==> src/rtl/rom_loader_pkg.sv <==
// Shared constants for the ROM loader: FSM state encoding and sector geometry.
package rom_loader_pkg;

  localparam int unsigned SECTOR_BYTES = 512;

  localparam logic [2:0] IDLE    = 3'd0;
  localparam logic [2:0] REQ     = 3'd1;
  localparam logic [2:0] RECV    = 3'd2;
  localparam logic [2:0] WAITEND = 3'd3;
  localparam logic [2:0] DONE    = 3'd4;
  localparam logic [2:0] ERR     = 3'd5;

endpackage

==> src/rtl/rom_loader.sv <==
// ROM loader: on a load request, reads a slot's sector range from the SD block-read
// controller and writes the byte stream sequentially into cartridge RAM while holding
// the console CPU in reset.
module rom_loader
  import rom_loader_pkg::*;
#(
  parameter logic [31:0] BASE_SECTOR    = 32'd0,
  parameter int unsigned ROM_SECTORS    = 16,
  parameter int unsigned ADDR_W         = 13,
  parameter logic [23:0] TIMEOUT_CYCLES = 24'hFFFFFF
) (
  input  logic              clk,
  input  logic              reset,
  input  logic              do_load_rom,
  input  logic [15:0]       selected_rom,
  output logic              sd_rd_req,
  output logic [31:0]       sd_sector,
  input  logic              sd_busy,
  input  logic              sd_byte_valid,
  input  logic [7:0]        sd_byte,
  input  logic              sd_error,
  output logic              mem_we,
  output logic [ADDR_W-1:0] mem_addr,
  output logic [7:0]        mem_data,
  output logic              hold_reset,
  output logic              loading,
  output logic              load_done,
  output logic              load_error
);

  localparam logic [15:0] LastSector  = 16'(ROM_SECTORS - 1);
  localparam logic [9:0]  LastByteCnt = 10'(SECTOR_BYTES - 1);

  logic [2:0]        state_q, state_d;
  logic              do_load_q;
  logic              load_edge;
  logic [31:0]       sector_q, sector_d;
  logic [15:0]       sector_cnt_q, sector_cnt_d;
  logic [9:0]        byte_cnt_q, byte_cnt_d;
  logic [23:0]       wd_q, wd_d;
  logic              hold_q, hold_d;
  logic              done_q, done_d;
  logic              err_q, err_d;
  logic              we_q, we_d;
  logic [ADDR_W-1:0] addr_q, addr_d;
  logic [7:0]        data_q, data_d;

  assign load_edge = do_load_rom & ~do_load_q;

  // Next-state logic: FSM sequencing, counters, watchdog and RAM write port.
  always_comb begin
    state_d      = state_q;
    sector_d     = sector_q;
    sector_cnt_d = sector_cnt_q;
    byte_cnt_d   = byte_cnt_q;
    hold_d       = hold_q;
    err_d        = err_q;
    addr_d       = addr_q;
    data_d       = data_q;
    we_d         = 1'b0;
    done_d       = 1'b0;
    // Watchdog counts down by default; reloads below override this.
    wd_d         = (wd_q != 24'd0) ? wd_q - 24'd1 : 24'd0;

    case (state_q)
      IDLE: begin
        if (load_edge) begin
          sector_d     = BASE_SECTOR + {16'd0, selected_rom} * 32'(ROM_SECTORS);
          sector_cnt_d = 16'd0;
          byte_cnt_d   = 10'd0;
          err_d        = 1'b0;
          hold_d       = 1'b1;
          wd_d         = TIMEOUT_CYCLES;
          state_d      = REQ;
        end
      end
      REQ: begin
        if (sd_error || wd_q == 24'd0) begin
          state_d = ERR;
        end else if (sd_busy) begin
          state_d = RECV;
        end
      end
      RECV: begin
        // An error wins over a coincident byte strobe: nothing is written.
        if (sd_error || wd_q == 24'd0) begin
          state_d = ERR;
        end else if (sd_byte_valid) begin
          wd_d       = TIMEOUT_CYCLES;
          we_d       = 1'b1;
          addr_d     = ADDR_W'({sector_cnt_q, byte_cnt_q[8:0]});
          data_d     = sd_byte;
          byte_cnt_d = byte_cnt_q + 10'd1;
          if (byte_cnt_q == LastByteCnt) begin
            state_d = WAITEND;
          end
        end
      end
      WAITEND: begin
        if (sd_error) begin
          state_d = ERR;
        end else if (!sd_busy) begin
          if (sector_cnt_q == LastSector) begin
            state_d = DONE;
          end else begin
            sector_cnt_d = sector_cnt_q + 16'd1;
            sector_d     = sector_q + 32'd1;
            byte_cnt_d   = 10'd0;
            wd_d         = TIMEOUT_CYCLES;
            state_d      = REQ;
          end
        end
      end
      DONE: begin
        done_d  = 1'b1;
        hold_d  = 1'b0;
        state_d = IDLE;
      end
      ERR: begin
        err_d   = 1'b1;
        hold_d  = 1'b0;
        state_d = IDLE;
      end
      default: state_d = IDLE;
    endcase
  end

  // State and output registers with synchronous reset.
  always_ff @(posedge clk) begin
    if (reset) begin
      state_q      <= IDLE;
      do_load_q    <= 1'b0;
      sector_q     <= 32'd0;
      sector_cnt_q <= 16'd0;
      byte_cnt_q   <= 10'd0;
      wd_q         <= 24'd0;
      hold_q       <= 1'b0;
      done_q       <= 1'b0;
      err_q        <= 1'b0;
      we_q         <= 1'b0;
      addr_q       <= '0;
      data_q       <= 8'd0;
    end else begin
      state_q      <= state_d;
      do_load_q    <= do_load_rom;
      sector_q     <= sector_d;
      sector_cnt_q <= sector_cnt_d;
      byte_cnt_q   <= byte_cnt_d;
      wd_q         <= wd_d;
      hold_q       <= hold_d;
      done_q       <= done_d;
      err_q        <= err_d;
      we_q         <= we_d;
      addr_q       <= addr_d;
      data_q       <= data_d;
    end
  end

  assign sd_rd_req  = (state_q == REQ);
  assign sd_sector  = sector_q;
  assign loading    = (state_q != IDLE);
  assign hold_reset = hold_q;
  assign load_done  = done_q;
  assign load_error = err_q;
  assign mem_we     = we_q;
  assign mem_addr   = addr_q;
  assign mem_data   = data_q;

endmodule

==> config.mk <==
export PLATFORM = sky130hd
export DESIGN_NAME = rom_loader
export DESIGN_NICKNAME = d
export VERILOG_FILES = /design/src/rtl/rom_loader_pkg.sv /design/src/rtl/rom_loader.sv
export SDC_FILE = /design/constraint.sdc
export NUM_CORES = 1
export LEC_CHECK = 0
export ABC_AREA = 0
export CORE_UTILIZATION = 49
export DETAILED_ROUTE_END_ITERATION = 7
export PLACE_DENSITY = 0.77
export SLEW_MARGIN = 0
export SYNTH_ARGS = -nofsm -noshare
export SYNTH_HDL_FRONTEND = slang
export SYNTH_SLANG_ARGS = --single-unit
==> constraint.sdc <==
create_clock -name clk -period 2.52 [get_ports clk]
set_input_delay 0.756 -clock clk [delete_from_list [all_inputs] [get_ports clk]]
set_output_delay 0.756 -clock clk [all_outputs]
set_load 0.03 [all_outputs]
* Yosys cells after proc, flatten, opt, wreduce, memory -nomap -nowiden
Cells that the tools add are included.
Word-level totals: flip-flop bits (word level) 111, input bits 30, output and inout port bits 59, logic and storage cells 95
Operators by class: add/subtract/negate cells 4, equality and inequality tests 17, muxes and demuxes 41, bitwise logic cells 4, reduce and logical (&&, ||, !) cells 17
Operator list (number):
- two-way mux 24 bit | 7
- two-way mux 32 bit | 4
- case mux 24 bit (3 select lines) | 1
- two-way mux 16 bit | 4
- case mux 32 bit (2 select lines) | 1
- two-way mux 10 bit | 6
- adder 32 x 1 -> 32 bit (second input constant) | 1
- case mux 16 bit (2 select lines) | 1
- case mux 10 bit (3 select lines) | 1
- two-way mux 3 bit | 9
- zero test 24 bit | 1
- nonzero test 24 bit | 1
- subtractor 24 x 1 -> 24 bit (second input constant) | 1
- adder 16 x 1 -> 16 bit (second input constant) | 1
- equality test 16 x 4 -> 1 bit (second input constant) | 1
- != test 2 bit (second input constant) | 6
- case mux 3 bit (4 select lines) | 1
- adder 10 x 1 -> 10 bit (second input constant) | 1
- equality test 10 x 9 -> 1 bit (second input constant) | 1
- AND reduction 5 bit | 2
- != test 3 bit (second input constant) | 3
- AND reduction 7 bit | 1
- equality test 3 x 2 -> 1 bit (second input constant) | 2
- equality test 3 bit (second input constant) | 2
- other kinds (14) | 24

* Longest topological paths before layout
Gate-level depths: netlist of run 1.
depth after elaboration 6, depth in mapped cells 8, depth with buffers taken out 7

* Least setup slack after synthesis of run 1
OpenSTA, ideal clock, no wires.
path kind register to register, from reg sector_q[0], in the netlist sd_sector[0], to reg sector_q[24], in the netlist sd_sector[24], library setup time 70 ps, data arrival time 2457 ps, data required time 2450 ps, path slack -8 ps, stages on the path, launching flop included 8, path buffers 1, period minus slack after synthesis 2528 ps, path through dfxtp_1 > ha_1 > nand3_1 > nor4_2 > nand2_1 > clkbuf_1 > or4_1 > a21oi_1
On the way: longest elaborated chain between the ends 5
Ends and longest elaborated chain:
- start: declaration | RTL line rom_loader.sv:37 | logic [31:0] sector_q, sector_d;
- start signal: assignment | RTL line rom_loader.sv:146 | sector_q <= sector_d;
- adder 32 x 1 -> 32 bit | RTL line rom_loader.sv:107 | sector_d = sector_q + 32'd1;
- two-way mux 32 bit | RTL line rom_loader.sv:103 | if (sector_cnt_q == LastSector) begin
- two-way mux 32 bit | RTL line rom_loader.sv:102 | end else if (!sd_busy) begin
- two-way mux 32 bit | RTL line rom_loader.sv:100 | if (sd_error) begin
- case mux 32 bit (2 select lines) | RTL line rom_loader.sv:65 | case (state_q)
Every way passes these cells. The select of a mux whose other input is x is not followed. A chain may end at the register's enable or synchronous reset.

* Worst setup path in the final report of run 1
from reg wd_q[9], to reg addr_q[0], in the netlist mem_addr[0]
On the way: longest elaborated chain between the ends 4
Ends and longest elaborated chain:
- start: declaration | RTL line rom_loader.sv:40 | logic [23:0] wd_q, wd_d;
- start signal: assignment | RTL line rom_loader.sv:149 | wd_q <= wd_d;
- zero test 24 bit | RTL line rom_loader.sv:86 | if (sd_error || wd_q == 24'd0) begin
- logical OR 1 bit | RTL line rom_loader.sv:86
- NOT 1 bit (no source line)
- AND reduction 3 bit (no source line)
- end signal: assignment | RTL line rom_loader.sv:154 | addr_q <= addr_d;
- end: declaration | RTL line rom_loader.sv:45 | logic [ADDR_W-1:0] addr_q, addr_d;
Every way passes these cells.

==> run metrics, run 1 <==
total grt overflow=0; Tmin final=about 2.4 ns; number of global-route vias before repair=~5,400; clock slew at reported path FFs=around 0.070 ns; Cell variety after synth=~70; port bufs=88; routed vias=5,968; Synth Area per Inst=between 8 and 9 um^2; worst rel slew slack=0.519; final hold vios=0; post-cts hold buffer count=0; Flop pwr share=0.452; FFs w/ async S/R, synth=0; Clock Skews=about 0.0085 ns; area of the multi-input gates=about 3300 um^2; Die ar.=around 12,000 um^2; largest net degree at the start of global routing=45; Slew Viols, Final=0; CTS sink count=111; Global Route Usage Sum=0.268; share of layout cells above drive strength 1=0.126; Synth Instances=between 700 and 800; Tightest Pin Transition=between 0.7 and 0.8 ns; Hold Crit Class=reg -> reg; Logic pwr share=0.209; WL/cell=17.0 um; Critical Path Sink Type=flop; Int Pwr=around 3.0 mW; number of synthesized register bits=about 110; storage element area=between 2000 and 2500 um^2; cell accounting for the most synthesized area=dfxtp_1; Layout area overhead=29.3%; first-pass GRT wire length=27,000 um; Max Root-Sink Buffers=2; Post-synth EDFFs=0; sw power=roughly 1.3 mW; crit path kind=reg -> reg; Syn. warnings=0; initial drt markers=slightly above 600; crit-path max FO=11; register area share after synthesis=0.386; drt first pass iters=6; drt total wl=16,500 um; Clock power frac=0.339; drt drc=0; leakage power=approximately 2.6 nW; clock latency on the worst-skew pair=approximately 0.36 ns; Die X=around 110 um; dpl ws=-0.148 ns; TritonCTS buffer count=9; Net Sw Frac=0.294; setup TNS=0 ns; CTS H-Tree Depth=3; Core Region=between 10,000 and 15,000 um^2; # setup viols final=0; CTS tree=yes; Fmax=~0.41 GHz; I/O pin cnt=89; DR vias/cell=between 6 and 7; Post-synth top flop=dfxtp_1; final worst-path cycle share=0.959; MaxCap Viol Count=0; status=completed; ant diodes=0; GPL Wtd Cong=0.906; root buf cell=clkbuf_16; Final WS setup=0.104 ns; pwr dens=just under 600 nW/um^2; ranking of synthesized cells by area=dfxtp_1, a21oi_1, nand2_1; post-synth top area share=0.386; Final HPWL DP=around 12,000 um; kind of start point of the critical path=flop; crit path DAT=roughly 2.6 ns; Fill cells=between 900 and 1,000; RSZ-0062 raised after global routing=false; Final ANT Viol Nets=0; worst vdd ir=0.474 mV; Die Height=between 100 and 150 um; Critical Path RT=approximately 2.7 ns; final core occ=0.652; initial antenna violation count=0; syn nets=753; synthesized area=5760 um^2; Starting Density=0.504; row cnt=39; nets@finish=approximately 860
[worst max-delay path: stages, from the launching register on]
cell	delay [ns]
dfxtp_1	0.34
or4_4	0.59
or4_4	0.48
o41a_1	0.47
buf_4	0.21
nand3_1	0.11
a21oi_1	0.08
[synth_stat cells, types with 5 or more instances]
| cell | instances |
|---|---|
| dfxtp_1 | 111 |
| a21oi_1 | 83 |
| nand2_1 | 69 |
| nand3_1 | 50 |
| o21ai_0 | 44 |
| clkbuf_1 | 32 |
| nor2_1 | 32 |
| or4_1 | 23 |
| nor3_1 | 21 |
| o31ai_1 | 17 |
| mux2i_1 | 16 |
| nand2b_1 | 16 |
| nand4_1 | 15 |
| or2_2 | 15 |
| inv_1 | 13 |
| and3_1 | 12 |
| buf_2 | 10 |
| nor4_1 | 10 |
| or3_1 | 10 |
| xnor2_1 | 9 |
| a31oi_1 | 8 |
| a211oi_1 | 7 |
| and4_1 | 7 |
| o22ai_1 | 6 |
| ha_1 | 5 |
[power groups by stage]
stage | registers (mW) | logic, mW | clock network, mW
after floorplan | 2.02 | 0.497 | 0
after global placement | 1.98 | 0.860 | 0
after detailed placement | 1.99 | 0.884 | 0
after CTS | 1.95 | 0.889 | 1.48
after global routing | 1.96 | 0.979 | 1.54
final | 1.95 | 0.902 | 1.46
[stage by stage]
step                power, mW  hold WS (ns)  area [um^2]  instances
detailed placement       2.87         0.468         7120        958
global route             4.48         0.503         7450        976
finish                   4.31         0.477         7450        976
floorplan                2.51         0.443         5770        718
CTS                      4.31         0.477         7420        974
global placement         2.84         0.451         7120        958
[kinds of logic after synthesis]
| logic type | Yosys count | synth area share |
|---|---|---|
| muxes | 16 | 0.0278 |
| and+or+nand+nor | 307 | 0.291 |
| buffers and inverters | 59 | 0.0421 |
| DFF | 111 | 0.386 |
| AOI/OAI and AO/OA | 207 | 0.222 |
| xor gates and xnor gates | 13 | 0.0198 |
| adders and majority gates | 5 | 0.0109 |
[final timing paths]
path,startpoint,endpoint,slack (ns),depth (start not counted)
setup reg to reg,wd_q[9],mem_addr[0],0.10,6
setup / recovery,wd_q[9],mem_addr[0],0.10,6
hold reg to reg,mem_data[3],mem_data[3],0.48,2
hold / removal,mem_data[3],mem_data[3],0.48,2
[final cells by class]
type / count / share of cell area
Multi-Input combinational cell: 548 / 0.447
Sequential cell: 111 / 0.299
Timing Repair Buffer: 145 / 0.183
Clock buffer: 11 / 0.0326
Tap cell: 143 / 0.0240
Clock inverter: 5 / 0.00773
Inverter: 13 / 0.00655
[state kept, by name, indices dropped and copies added, names as in the netlist, 3 cells and up]
name / cells
mem_data: 8
wd_q: 24
byte_cnt_q: 10
mem_addr: 13
sector_cnt_q: 16
state_q: 3
sd_sector: 32
[metal layers]
metal,wire length [um],vias to the layer above,global-route usage
met1,7560,2847,0.376
met5,0,-,0
li1,-,2899,-
met2,7720,199,0.408
met3,965,23,0.0499
met4,303,0,0.0969
[repair_timing]
| item | 4_1_cts | 5_1_grt |
|---|---|---|
| setup endpoints to repair | 2 | 25 |
| gates resized for setup | 3 | 3 |
| pin swaps | 0 | 1 |
| buffers inserted | 0 | 2 |
| endpoints found under the hold margin | 0 | 0 |
[layout by cell type, fill, tap and decap left out, drive strengths merged, types with 4 or more instances in the layout]
cell,instances
a211oi,7
clkdlybuf4s50,85
nor2,32
mux2i,16
or2,16
o311ai,4
xnor2,9
dfxtp,111
o22ai,6
nand2b,16
nand3,50
clkbuf,11
o31ai,17
nor2b,4
nor3,21
and4,7
or3,11
and2,4
o21ai,47
nand2,69
a21oi,83
buf,58
and3,12
o41ai,4
nand4,15
or4,25
nor4,11
xor2,4
a31oi,8
ha,5
inv,13
Note: power is estimated with default switching activity, not from simulation.
==> run 2: changes to the inputs <==
CAP_MARGIN = 30   (was not set)
GPL_ROUTABILITY_DRIVEN = 0   (was not set)
==> run metrics, run 2 (synthesis gave the netlist of run 1 again) <==
Die X=110 um (unchanged); number of global-route vias before repair=5,511 (was 5,434); Flop pwr share=0.450 (was 0.452); worst rel slew slack=0.496 (was 0.519); WL/cell=17.3 um (was 17.0 um); routed vias=6,010 (was 5,968); Die Height=110 um (unchanged); most common cell after layout, fill and taps aside=dfxtp_1 (unchanged); initial drt markers=530 (was 620); Tightest Pin Transition=0.754 ns (was 0.718 ns); Slowest-stage cell, CP=or4_4 (unchanged); status=completed (unchanged); CTS H-Tree Depth=3 (unchanged); Tmin final=2.46 ns (was 2.42 ns); most frequent cells in the layout=dfxtp_1, clkdlybuf4s50_1, a21oi_1 (unchanged); setup TNS=0 ns (unchanged); Final ANT Viol Nets=0 (unchanged); Clock power frac=0.350 (was 0.339); final core occ=0.647 (was 0.652); largest net degree at the start of global routing=45 (unchanged); met3 wire length=858 um (was 965 um); CP max stage delay=0.57 ns (was 0.59 ns); drt total wl=16,800 um (was 16,500 um); worst vdd ir=0.449 mV (was 0.474 mV); Logic pwr share=0.200 (was 0.209); first-pass GRT wire length=27,600 um (was 27,000 um); leakage power=2.61 nW (was 2.63 nW); Slew Viols, Final=0 (unchanged); Fmax=0.406 GHz (was 0.414 GHz); Final HPWL DP=11,800 um (about the same); Starting Density=0.504 (unchanged); Die ar.=12,200 um^2 (unchanged); Layout area overhead=28.2% (was 29.3%); MaxCap Viol Count=0 (unchanged); Critical Path Sink Type=flop (unchanged); drt drc=0 (unchanged); initial antenna violation count=0 (unchanged); # setup viols final=0 (unchanged); crit path DAT=2.71 ns (was 2.64 ns); share of layout cells above drive strength 1=0.120 (was 0.126); Critical Path RT=2.77 ns (was 2.74 ns); WP buf/inv=0 (was 1); Net Sw Frac=0.289 (was 0.294); CTS sink count=111 (unchanged); clock latency on the worst-skew pair=0.36 ns (about the same); Clock Skews=0.00656 ns (was 0.00852 ns); sw power=1.26 mW (was 1.27 mW); Global Route Usage Sum=0.275 (was 0.268); DR vias/cell=6.20 (was 6.11); TritonCTS buffer count=9 (unchanged); Max Root-Sink Buffers=2 (unchanged); highest routed metal layer=met4 (unchanged); pwr dens=590 nW/um^2 (was 579 nW/um^2); Final WS setup=0.0586 ns (was 0.104 ns); final worst-path cycle share=0.977 (was 0.959); met2 WL post-DR=7850 um (was 7720 um); Hold Crit Class=reg -> reg (unchanged); total power=4.35 mW (was 4.31 mW); routed length on met1=7720 um (was 7560 um); RSZ-0062 raised after global routing=true (was false); critical-path cell list=or4_4 -> or3_1 -> o31ai_2 -> o22ai_1 -> a2111oi_2 (was or4_4 -> or4_4 -> o41a_1 -> buf_4 -> nand3_1 -> a21oi_1); total grt overflow=0 (unchanged); port bufs=88 (unchanged); I/O pin cnt=89 (unchanged); crit-path max FO=7 (was 11); ant diodes=0 (unchanged); clock slew at reported path FFs=0.07 ns (about the same); drt first pass iters=5 (was 6); CTS tree=yes (unchanged); crit path kind=reg -> reg (unchanged); max reg flops=32 (unchanged); final hold vios=0 (unchanged); Fill cells=975 (was 974); post-cts hold buffer count=0 (unchanged); family with the most delay on the worst path=simple AND/OR/NAND/NOR gates (unchanged); row cnt=39 (unchanged); dpl ws=-0.154 ns (was -0.148 ns); Core Region=11,400 um^2 (unchanged); kind of start point of the critical path=flop (unchanged); nets@finish=856 (was 863); root buf cell=clkbuf_16 (unchanged); Int Pwr=3.10 mW (was 3.04 mW)
## run 2: cell types whose count changed in the layout (fill, tap and decap cells not counted)
cell / delta
bufinv_16: +1
clkbuf_8: -1
buf_4: -6
o21ai_4: -1
clkinv_2: +3
buf_12: -1
clkinvlp_4: -2
o21ai_2: +1
clkbuf_1: -1
## run 2: final timing paths
check	start	endpoint	slack, ns	cells after the start
max	wd_q[8]	state_q[2]	0.06	5
min	mem_data[0]	mem_data[0]	0.48	2
max reg2reg	wd_q[8]	state_q[2]	0.06	5
min reg2reg	mem_data[0]	mem_data[0]	0.48	2
## run 2: tightest hold or removal path, delay by kind of cell (launching register included)
family | cells | cell delay [ns]
AOI/OAI and AO/OA | 2 | 0.12
DFF | 1 | 0.31
## run 2: through the flow
step	hold WS (ns)	instance area, um^2	instances
2_1_floorplan	0.443	5770	718
3_3_place_gp	0.455	7060	952
3_5_place_dp	0.467	7060	952
4_1_cts	0.476	7380	968
5_1_grt	0.496	7390	969
6_report	0.475	7390	969
## run 2: power by group through the flow
stage / Combinational [mW] / Clock [mW] / Sequential, mW
2_1_floorplan: 0.497 / 0 / 2.02
3_3_place_gp: 0.833 / 0 / 1.98
3_5_place_dp: 0.858 / 0 / 1.99
4_1_cts: 0.865 / 1.53 / 1.95
5_1_grt: 0.950 / 1.61 / 1.97
6_report: 0.872 / 1.53 / 1.96
## run 2: what timing repair did
| item | CTS | global route |
|---|---|---|
| pin swaps | 0 | 1 |
| endpoints found under the setup margin | 3 | 26 |
| setup buffers | 0 | 1 |
| gates resized for setup | 4 | 1 |
## run 2: final cells by class
class                           instances  area (um^2)  share of cell area
Tap cell                              143          179              0.0242
Clock inverter                          7         87.6              0.0119
Timing Repair Buffer                  138         1300               0.176
Sequential cell                       111         2220               0.301
Multi-Input combinational cell        548         3320               0.450
Clock buffer                            9          225              0.0305
Inverter                               13         48.8             0.00661
## run 2: per-layer routing
| metal | up-vias | global-route usage |
|---|---|---|
| met4 | 0 | 0.119 |
| met3 | 23 | 0.0450 |
| met2 | 193 | 0.425 |
| li1 | 2893 | - |
| met1 | 2901 | 0.377 |
| met5 | - | 0 |
